File: src/rtl/kangaroo_video_pkg.sv
// Shared types and default raster constants for the video timebase.
package kangaroo_video_pkg;

  typedef enum logic [1:0] {
    BPORCH = 2'd0,
    ACTIVE = 2'd1,
    FPORCH = 2'd2,
    SYNC   = 2'd3
  } axis_state_t;

  localparam logic [8:0] TC_9B = 9'd511;

  localparam logic [8:0] H_PRELOAD_DEF    = 9'd128;
  localparam logic [8:0] HACT_START_DEF   = 9'd136;
  localparam logic [8:0] HBLANK_START_DEF = 9'd392;
  localparam logic [8:0] HSYNC_START_DEF  = 9'd416;
  localparam logic [8:0] HSYNC_END_DEF    = 9'd448;

  localparam logic [8:0] V_PRELOAD_DEF    = 9'd248;
  localparam logic [8:0] VACT_START_DEF   = 9'd264;
  localparam logic [8:0] VBLANK_START_DEF = 9'd504;
  localparam logic [8:0] VSYNC_START_DEF  = 9'd506;
  localparam logic [8:0] VSYNC_END_DEF    = 9'd509;

endpackage

File: src/rtl/video_axis_ctrl.sv
// One raster axis: 9-bit up-counter with preload at terminal count, plus region FSM.
//   state  | meaning
//   BPORCH | back porch, also the state after preload/reset
//   ACTIVE | visible region, blank deasserted
//   FPORCH | front porch
//   SYNC   | sync pulse, sync_n low
module video_axis_ctrl
  import kangaroo_video_pkg::*;
#(
  parameter logic [8:0] PRELOAD     = H_PRELOAD_DEF,
  parameter logic [8:0] ACT_START   = HACT_START_DEF,
  parameter logic [8:0] BLANK_START = HBLANK_START_DEF,
  parameter logic [8:0] SYNC_START  = HSYNC_START_DEF,
  parameter logic [8:0] SYNC_END    = HSYNC_END_DEF
) (
  input  logic       clk,
  input  logic       rst_n,
  input  logic       en,
  output logic [8:0] count,
  output logic       rco,
  output logic       blank,
  output logic       sync_n
);

  if (!((PRELOAD <= ACT_START) && (ACT_START < BLANK_START) &&
        (BLANK_START < SYNC_START) && (SYNC_START < SYNC_END) &&
        (SYNC_END <= TC_9B))) begin : g_bad_params
    $error("video_axis_ctrl: illegal timing parameter ordering");
  end

  logic [8:0]  count_q, count_d;
  axis_state_t state_q, state_d;

  assign rco = en & (count_q == TC_9B);

  always_comb begin
    count_d = count_q;
    state_d = state_q;
    if (en) begin
      if (count_q == TC_9B) begin
        count_d = PRELOAD;
        state_d = BPORCH;
      end else begin
        count_d = count_q + 9'd1;
        // transitions look at the new count so outputs track it with no lag
        unique case (state_q)
          BPORCH: if (count_d == ACT_START)   state_d = ACTIVE;
          ACTIVE: if (count_d == BLANK_START) state_d = FPORCH;
          FPORCH: if (count_d == SYNC_START)  state_d = SYNC;
          SYNC:   if (count_d == SYNC_END)    state_d = BPORCH;
          default:                            state_d = BPORCH;
        endcase
      end
    end
  end

  always_ff @(posedge clk or negedge rst_n) begin
    if (!rst_n) begin
      count_q <= PRELOAD;
      state_q <= BPORCH;
    end else begin
      count_q <= count_d;
      state_q <= state_d;
    end
  end

  assign count  = count_q;
  assign blank  = (state_q != ACTIVE);
  assign sync_n = (state_q != SYNC);

endmodule

File: src/rtl/kangaroo_video_timing_ctrl.sv
// Video timebase: cascaded H/V axis controllers with ripple carry and frame-start strobe.
module kangaroo_video_timing_ctrl
  import kangaroo_video_pkg::*;
#(
  parameter logic [8:0] H_PRELOAD    = H_PRELOAD_DEF,
  parameter logic [8:0] HACT_START   = HACT_START_DEF,
  parameter logic [8:0] HBLANK_START = HBLANK_START_DEF,
  parameter logic [8:0] HSYNC_START  = HSYNC_START_DEF,
  parameter logic [8:0] HSYNC_END    = HSYNC_END_DEF,
  parameter logic [8:0] V_PRELOAD    = V_PRELOAD_DEF,
  parameter logic [8:0] VACT_START   = VACT_START_DEF,
  parameter logic [8:0] VBLANK_START = VBLANK_START_DEF,
  parameter logic [8:0] VSYNC_START  = VSYNC_START_DEF,
  parameter logic [8:0] VSYNC_END    = VSYNC_END_DEF
) (
  input  logic       _CLK,
  input  logic       _CLR,
  input  logic       _PCE,
  output logic [8:0] _HCNT,
  output logic [8:0] _VCNT,
  output logic       _HSYNC,
  output logic       _VSYNC,
  output logic       _HBLANK,
  output logic       _VBLANK,
  output logic       _HRCO,
  output logic       _VRCO,
  output logic       _FSTART
);

  logic hrco, vrco;
  logic fstart_q, fstart_d;

  video_axis_ctrl #(
    .PRELOAD(H_PRELOAD), .ACT_START(HACT_START), .BLANK_START(HBLANK_START),
    .SYNC_START(HSYNC_START), .SYNC_END(HSYNC_END)
  ) u_h_axis (
    .clk(_CLK), .rst_n(_CLR), .en(_PCE),
    .count(_HCNT), .rco(hrco), .blank(_HBLANK), .sync_n(_HSYNC)
  );

  // V axis steps once per line, on the H carry
  video_axis_ctrl #(
    .PRELOAD(V_PRELOAD), .ACT_START(VACT_START), .BLANK_START(VBLANK_START),
    .SYNC_START(VSYNC_START), .SYNC_END(VSYNC_END)
  ) u_v_axis (
    .clk(_CLK), .rst_n(_CLR), .en(hrco),
    .count(_VCNT), .rco(vrco), .blank(_VBLANK), .sync_n(_VSYNC)
  );

  always_comb begin
    fstart_d = fstart_q;
    if (_PCE) fstart_d = vrco;
  end

  always_ff @(posedge _CLK or negedge _CLR) begin
    if (!_CLR) fstart_q <= 1'b0;
    else       fstart_q <= fstart_d;
  end

  assign _HRCO   = hrco;
  assign _VRCO   = vrco;
  assign _FSTART = fstart_q;

endmodule

File: config.mk
export PLATFORM = sky130hd
export DESIGN_NAME = kangaroo_video_timing_ctrl
export DESIGN_NICKNAME = d
export VERILOG_FILES = /design/src/rtl/kangaroo_video_pkg.sv /design/src/rtl/video_axis_ctrl.sv /design/src/rtl/kangaroo_video_timing_ctrl.sv
export SDC_FILE = /design/constraint.sdc
export NUM_CORES = 1
export LEC_CHECK = 0
export ABC_CLOCK_PERIOD_IN_PS = 3300
export BUFFER_PORTS_ARGS = -buffer_cell sky130_fd_sc_hd__buf_2
export CAP_MARGIN = 10
export CORE_ASPECT_RATIO = 1.2
export CORE_MARGIN = 3
export CORE_UTILIZATION = 40
export CTS_BUF_LIST = sky130_fd_sc_hd__clkbuf_4
export CTS_CLUSTER_SIZE = 20
export DETAILED_ROUTE_END_ITERATION = 12
export GPL_ROUTABILITY_DRIVEN = 0
export GPL_TIMING_DRIVEN = 0
export PLACE_DENSITY = 0.57
export SLEW_MARGIN = 10
export SYNTH_ARGS = -nofsm -noshare
export SYNTH_HDL_FRONTEND = slang
export SYNTH_SLANG_ARGS = --single-unit
File: constraint.sdc
create_clock -name _CLK -period 3.3 [get_ports _CLK]
set_input_delay 0.495 -clock _CLK [delete_from_list [all_inputs] [get_ports _CLK]]
set_output_delay 0.495 -clock _CLK [all_outputs]
set_load 0.01 [all_outputs]
==> out/summary.log, run 1 <==
qor: logic_synthesis.synth_async_sr_flop_share 1.00
qor: min_path.hp-class input port to async pin
qor: logic_synthesis.yosys_most_used_dff dfrtp_1
qor: setup_path.cp.required 3.55 ns
qor: sta.clock-skew-final 0.00669 ns
qor: logic_synthesis.yosysWarnings 0
qor: sta.hold_viol_final 0
qor: routing.post_drt_via_cell_ratio 5.47
qor: floorplanning.core.rowCount 25
qor: sta.finalCriticalPeriod 3.05 ns
qor: logic_synthesis.syn-num-nets 220
qor: grt.antenna_found_initial 0
qor: setup_path.critPathMaxFanout 10
qor: power.power_density 473 nW/um^2
qor: logic_synthesis.yosys_register_bits 23
qor: logic_synthesis.netlist_area 1750 sq um
qor: sta.setup_repair_after_global_routing_missed_its_margin false
qor: placed_design.placedInstanceArea 1950 sq um
qor: placed_design.place.detailed.hpwl 2890 um
qor: sta.timing.slew.headroom 0.632
qor: setup_path.worstSetupStartpointType flop
qor: clock_network.clock-sinks 23
qor: logic_synthesis.synth.largest_area_cell dfrtp_1
qor: cells_and_area.finish.utilization 0.490
qor: power.power.sequential.fraction 0.431
qor: routing.antenna_violating_nets_post_route 0
qor: clock_network.cts_post_setup_buffers_inserted 0
qor: cells_and_area.final_instance_area 1990 sq um
qor: sta.tightestPinTransition 0.552 ns
qor: cells_and_area.final_net_count 248
qor: logic_synthesis.count_of_flip_flops_with_a_built_in_enable_after_synthesis 0
qor: setup_path.critPathSlowestCell dfrtp_1
qor: placed_design.post_place_setup_slack -0.120 ns
qor: power.p_clk_frac 0.155
qor: clock_network.cts_buffers 3
qor: floorplanning.core-area 4070 sq um
qor: grt.grt_overflow_total 0
qor: floorplanning.fp.dieArea 5210 sq um
qor: logic_synthesis.postSynthCellCount 200
qor: sta.achievable-frequency 328 MHz
qor: routing.avgRoutedWirePerCell 14.0 um
qor: power.worst_ir_drop_vdd 0.240 mV
qor: routing.route.detailed.drc 0
qor: floorplanning.num_io_pins 28
qor: routing.number_of_violations_reported_at_the_end_of_detailed_routing_iteration_0 89
qor: setup_path.critical_path.most_common_cell ha_1
qor: power.sw_power 0.372 mW
qor: routing.routed_wl 3930 um
qor: logic_synthesis.synth_common_cells 19 x nand2_1, 17 x dfrtp_1, 17 x ha_1, 17 x inv_1, 16 x o21ai_0
qor: cells_and_area.layout-drive-gt1-share 0.247
qor: routing.num_vias 1536
qor: power.total_power 0.942 mW
qor: logic_synthesis.synth.yosys.seq_area_share 0.333
qor: placed_design.place.detailed.instances 281
qor: floorplanning.die_w 66.4 um
qor: clock_network.htreeDepth 1
qor: power.internal-power 0.570 mW
qor: clock_network.ctsLongestPathBuffers 2
qor: logic_synthesis.ys_types 49
qor: grt.global_route_wire_length_before_repair 6500 um
qor: clock_network.clkSlewWorstSetupHoldPaths 0.13 ns
qor: grt.grt_usage 0.159
qor: sta.final.period_utilization 0.923
qor: run_status.status finished clean
qor: clock_network.clock_tree.root_cell clkbuf_4
qor: clock_network.clk-insertion-delay-late 0.32 ns
qor: sta.timing.final.max_slew_violations 0
qor: logic_synthesis.synthMostInstantiatedCell nand2_1
qor: sta.fin_ws 0.253 ns
qor: logic_synthesis.synthDominantCellAreaShare 0.243
qor: placed_design.io_buffers 27
qor: setup_path.endpoint_class_of_the_critical_path flop
qor: sta.finalSetupViolations 0
qor: cells_and_area.layout-area-overhead-vs-synth 13.7%
qor: cells_and_area.antennaDiodeCount 0
qor: run.drv_cap 0
qor: setup_path.cp.arrival 3.30 ns
qor: setup_path.critPathMaxStageDelay 0.50 ns
qor: routing.drtPass1Iterations 5
qor: floorplanning.initial_utilization 0.430
qor: clock_network.tritoncts_clock_tree yes
qor: setup_path.timing.setup.critical_path_class flop to flop
qor: grt.grt_start_max_net_pins 24
qor: logic_synthesis.ys_top_cells_by_area dfrtp_1 24%, ha_1 12%, dfstp_2 9.0%, o21ai_0 4.6%, nand2_1 4.1%
qor: power.p_leak 0.942 nW
qor: logic_synthesis.syn-mean-instance-area 8.75 sq um
qor: power.power.combinational.fraction 0.414
qor: power.sw_frac_of_total 0.395
qor: grt.number_of_global_route_vias_before_repair 1440
qor: floorplanning.chipHeight 78.5 um
qor: setup_path.timing.critical_path.cells ha_1 -> and2_2 -> and2_1 -> and3_1 -> ha_1 -> o211ai_1 -> a2111oi_1 -> o22ai_1 -> and4bb_4 -> mux2i_1
qor: cells_and_area.layoutNonFillerInstCount 281
==> placed cells by master (no fill, tap or decap), types with 4 or more instances in the layout <==
master / synthesis / layout
xor2_1: 7 / 7
nor2_1: 13 / 13
o21ai_0: 16 / 16
dfrtp_1: 17 / 15
dfstp_2: 6 / 6
nand2b_1: 6 / 6
ha_1: 17 / 15
o31ai_1: 4 / 4
a21oi_1: 4 / 4
and3_1: 5 / 5
buf_2: 2 / 29
inv_1: 17 / 17
clkbuf_4: 0 / 4
mux2i_1: 7 / 7
nand2_1: 19 / 18
nand3_1: 8 / 8
==> final timing paths <==
check	startpoint	end	slack, ns	cells past startpoint
setup / recovery	u_v_axis.count[0]$_DFFE_PN0P_	u_v_axis.state_q[0]$_DFFE_PN0P_	0.25	10
hold / removal	_CLR	u_v_axis.count[1]$_DFFE_PN0P_	0.14	1
setup reg to reg	u_v_axis.count[0]$_DFFE_PN0P_	u_v_axis.state_q[0]$_DFFE_PN0P_	0.25	10
hold reg to reg	u_v_axis.count[5]$_DFFE_PN1P_	u_v_axis.count[5]$_DFFE_PN1P_	0.52	2
max in group asynchronous	_CLR	u_h_axis.count[0]$_DFFE_PN0P_	2.76	1
min in group _CLK	_PCE	u_h_axis.count[8]$_DFFE_PN0P_	0.52	2
==> per-stage QoR <==
stage / hold slack (ns) / TNS, ns
finish: 0.138 / 0
global route: 0.156 / 0
CTS: 0.157 / 0
detailed placement: 0.506 / -0.120
global placement: 0.494 / -0.139
floorplan: 0.199 / 0
==> sequential cells by signal (all words and copies together) (netlist names) <==
name	flops
_FSTART	1
u_h_axis.count	9
u_h_axis.state_q	2
u_v_axis.count	9
u_v_axis.state_q	2
==> per-layer routing <==
| layer | routed length [um] | global-route usage | vias to the layer above |
|---|---|---|---|
| met5 | 0 | 0 | - |
| met3 | 162 | 0.0172 | 12 |
| li1 | - | - | 751 |
| met1 | 1650 | 0.188 | 724 |
| met4 | 110 | 0.0671 | 0 |
| met2 | 2000 | 0.284 | 49 |
==> power groups by stage <==
stage,sequential [mW],clock [mW],combinational [mW]
6_report,0.406,0.146,0.390
5_1_grt,0.420,0.164,0.438
4_1_cts,0.390,0.150,0.404
3_5_place_dp,0.394,0,0.401
3_3_place_gp,0.395,0,0.399
2_1_floorplan,0.406,0,0.272
==> repair_timing <==
item                       in CTS  in global routing
setup endpoints to repair       2                  3
gates resized for setup         3                  5
hold buffers                    0                  0
==> critical path, delay by kind of cell, from the launching register on <==
family | cells | cell delay (ns)
multiplexers | 1 | 0.19
AND/OR/NAND/NOR | 4 | 0.97
adder cells (fa/ha/maj) | 2 | 0.62
flip-flops | 1 | 0.50
AO/OA/AOI/OAI | 3 | 0.69
==> layout make-up <==
| type | instances | area [sq um] |
|---|---|---|
| flip-flops and latches | 23 | 586 |
| fillers | 421 | 2080 |
| multi-input cells | 150 | 1080 |
| inverters | 18 | 68.8 |
| well taps | 54 | 67.6 |
| clock buffers | 4 | 30.0 |
| plain buffers | 5 | 21.3 |
| repair buffers | 27 | 135 |
==> logic make-up (layout without fill, tap and decap cells) <==
family          after synthesis  after routing  synth area share
xor+xnor                      9              9            0.0450
buf+inv                      27             54            0.0593
flops                        23             23             0.333
fa+ha+maj                    17             17             0.122
compound gates               44             44             0.166
simple gates                 71             71             0.222
mux                           9              9            0.0529
Note: power is estimated with default switching activity, not from simulation.
==> run 2: changes to the inputs <==
--- a/config.mk
+++ b/config.mk
@@ -10,13 +10,13 @@
 export CAP_MARGIN = 10
 export CORE_ASPECT_RATIO = 1.2
 export CORE_MARGIN = 3
-export CORE_UTILIZATION = 40
+export CORE_UTILIZATION = 59
 export CTS_BUF_LIST = sky130_fd_sc_hd__clkbuf_4
 export CTS_CLUSTER_SIZE = 20
 export DETAILED_ROUTE_END_ITERATION = 12
 export GPL_ROUTABILITY_DRIVEN = 0
 export GPL_TIMING_DRIVEN = 0
-export PLACE_DENSITY = 0.57
+export PLACE_DENSITY = 0.8
 export SLEW_MARGIN = 10
 export SYNTH_ARGS = -nofsm -noshare
 export SYNTH_HDL_FRONTEND = slang
==> run 2 against run 1 <==
Global-route usage grew 7.2 points. Critical path type unchanged. Largest power group unchanged. Die area down 30%. Cell area fell by 1.6%.
==> out/summary.log, run 2 (same netlist as run 1, synthesis figures left out) <==
qor: routing.number_of_violations_reported_at_the_end_of_detailed_routing_iteration_0 70
qor: cells_and_area.final_common_cell buf_2
qor: cells_and_area.final_instance_area 1960 sq um
qor: floorplanning.chipHeight 65.7 um
qor: routing.routed_wl 4010 um
qor: grt.grt_start_max_net_pins 24
qor: setup_path.rr_worst_depth 10
qor: setup_path.r2r-end u_v_axis.state_q[0]$_DFFE_PN0P_
qor: grt.global_route_wire_length_before_repair 6660 um
qor: setup_path.cp.required 3.55 ns
qor: power.power_density 475 nW/um^2
qor: routing.post_drt_via_cell_ratio 6.05
qor: sta.hold_viol_final 0
qor: setup_path.worstReg2RegStart u_v_axis.count[0]$_DFFE_PN0P_
qor: clock_network.clk-insertion-delay-late 0.32 ns
qor: cells_and_area.antennaDiodeCount 0
qor: routing.antenna_violating_nets_post_route 0
qor: clock_network.ctsHoldBuffers 0
qor: clock_network.ctsLongestPathBuffers 2
qor: setup_path.critPathMaxFanout 10
qor: placed_design.place.detailed.hpwl 3100 um
qor: routing.route.detailed.drc 0
qor: power.total_power 0.930 mW
qor: floorplanning.core.rowCount 21
qor: cells_and_area.fillers 235
qor: clock_network.tritoncts_clock_tree yes
qor: cells_and_area.final_net_count 248
qor: setup_path.ff2ff_setup_slack 0.19 ns
qor: sta.clock-skew-final 0.00132 ns
qor: routing.num_vias 1578
qor: sta.tightestPinTransition 0.535 ns
qor: routing.avgRoutedWirePerCell 15.4 um
qor: setup_path.cp.arrival 3.36 ns
qor: placed_design.io_buffers 27
qor: run_status.status finished clean
qor: grt.antenna_found_initial 0
qor: placed_design.placedInstanceArea 1930 sq um
qor: clock_network.cts_post_setup_buffers_inserted 0
qor: sta.finalSetupViolations 0
qor: cells_and_area.ff_latch_area 586 sq um
qor: run.drv_cap 0
qor: sta.final.period_utilization 0.942
qor: floorplanning.initial_utilization 0.623
qor: clock_network.clock_tree.root_cell clkbuf_4
qor: sta.timing.final.max_slew_violations 0
qor: setup_path.worstSetupStartpointType flop
qor: power.p_leak 0.942 nW
qor: clock_network.htreeDepth 1
qor: sta.achievable-frequency 322 MHz
qor: cells_and_area.layoutNonFillerInstCount 261
qor: sta.setup_repair_after_global_routing_missed_its_margin false
qor: cells_and_area.layout-area-overhead-vs-synth 11.9%
qor: grt.grt_usage 0.231
qor: sta.timing.slew.headroom 0.643
qor: routing.drtPass1Iterations 4
qor: floorplanning.num_io_pins 28
qor: floorplanning.fp.dieArea 3660 sq um
qor: clock_network.clkSlewWorstSetupHoldPaths 0.13 ns
qor: cells_and_area.layout-drive-gt1-share 0.251
qor: setup_path.endpoint_class_of_the_critical_path flop
qor: cells_and_area.most_used_cells_in_the_layout_excluding_fill_and_tap_cells 29 x buf_2, 18 x nand2_1, 17 x inv_1
qor: clock_network.cts_buffers 3
qor: floorplanning.core-area 2810 sq um
qor: setup_path.timing.setup.critical_path_class flop to flop
qor: floorplanning.die_w 55.7 um
qor: grt.grt_overflow_total 0
qor: cells_and_area.area_of_the_multi_input_gates 1080 sq um
qor: clock_network.clock-sinks 23
qor: grt.number_of_global_route_vias_before_repair 1501
qor: sta.finalCriticalPeriod 3.11 ns
qor: min_path.hp-class input port to async pin
qor: placed_design.place.detailed.instances 261
qor: sta.fin_setup_tns 0 ns
qor: power.worst_ir_drop_vdd 0.366 mV
-- run 2: changes by cell type in the layout (fill, tap and decap cells not counted), sizes merged --
| cell | delta |
|---|---|
| clkinv | +1 |
| clkbuf | -1 |
-- run 2: how the worst max path moves through the flow --
stage,startpoint,end,slack (ns),cells past startpoint
6_report,u_v_axis.count[0]$_DFFE_PN0P_,u_v_axis.state_q[0]$_DFFE_PN0P_,0.19,10
5_1_grt,u_h_axis.count[0]$_DFFE_PN0P_,_VRCO,0.02,10
4_1_cts,u_h_axis.count[0]$_DFFE_PN0P_,_VRCO,0.02,10
3_5_place_dp,u_h_axis.count[0]$_DFFE_PN0P_,_VRCO,-0.04,12
3_3_place_gp,u_h_axis.count[0]$_DFFE_PN0P_,_VRCO,0.03,12
2_1_floorplan,u_h_axis.count[0]$_DFFE_PN0P_,_VRCO,0.49,11
-- run 2: metal layers --
layer | GRT usage | up-vias | share of wire | routed length (um)
met5 | 0 | - | 0 | 0
met4 | 0.149 | 0 | 0.038 | 153
met3 | 0.0295 | 15 | 0.038 | 152
met2 | 0.422 | 45 | 0.53 | 2140
met1 | 0.249 | 766 | 0.39 | 1560
li1 | - | 752 | - | -
-- run 2: stage by stage --
step | setup slack, ns | util | hold WS [ns]
4_1_cts | 0.0199 | 0.695 | 0.142
3_5_place_dp | -0.0422 | 0.686 | 0.508
5_1_grt | 0.0153 | 0.697 | 0.145
3_3_place_gp | 0.0336 | 0.686 | 0.491
6_report | 0.192 | 0.697 | 0.134
2_1_floorplan | 0.487 | - | 0.199
-- run 2: cell type report --
class                      count  share of cell area
multi-input combinational    150               0.550
sequential                    23               0.299
timing repair buffer          27              0.0690
inverter                      18              0.0351
tap                           34              0.0217
clock buffer                   3              0.0115
buffer                         5              0.0109
clock inverter                 1             0.00255
-- run 2: where the power goes --
group          switching [mW]  internal, mW  total [mW]
Clock                  0.0890        0.0454       0.134
Sequential             0.0688         0.338       0.406
Combinational           0.216         0.174       0.389
-- run 2: worst max-delay path: stages (launching register included) --
cell and delay [ns]:
dfrtp_1 0.51, ha_1 0.30, and2_2 0.25, and2_1 0.20
and3_1 0.20, ha_1 0.33, o211ai_1 0.14, a2111oi_2 0.41
o22ai_1 0.16, and4bb_4 0.34, mux2i_1 0.20
-- run 2: repair_timing --
item / 4_1_cts / 5_1_grt
endpoints found under the setup margin: 4 / 4
gates resized for setup: 3 / 6
pin swaps: 0 / 0
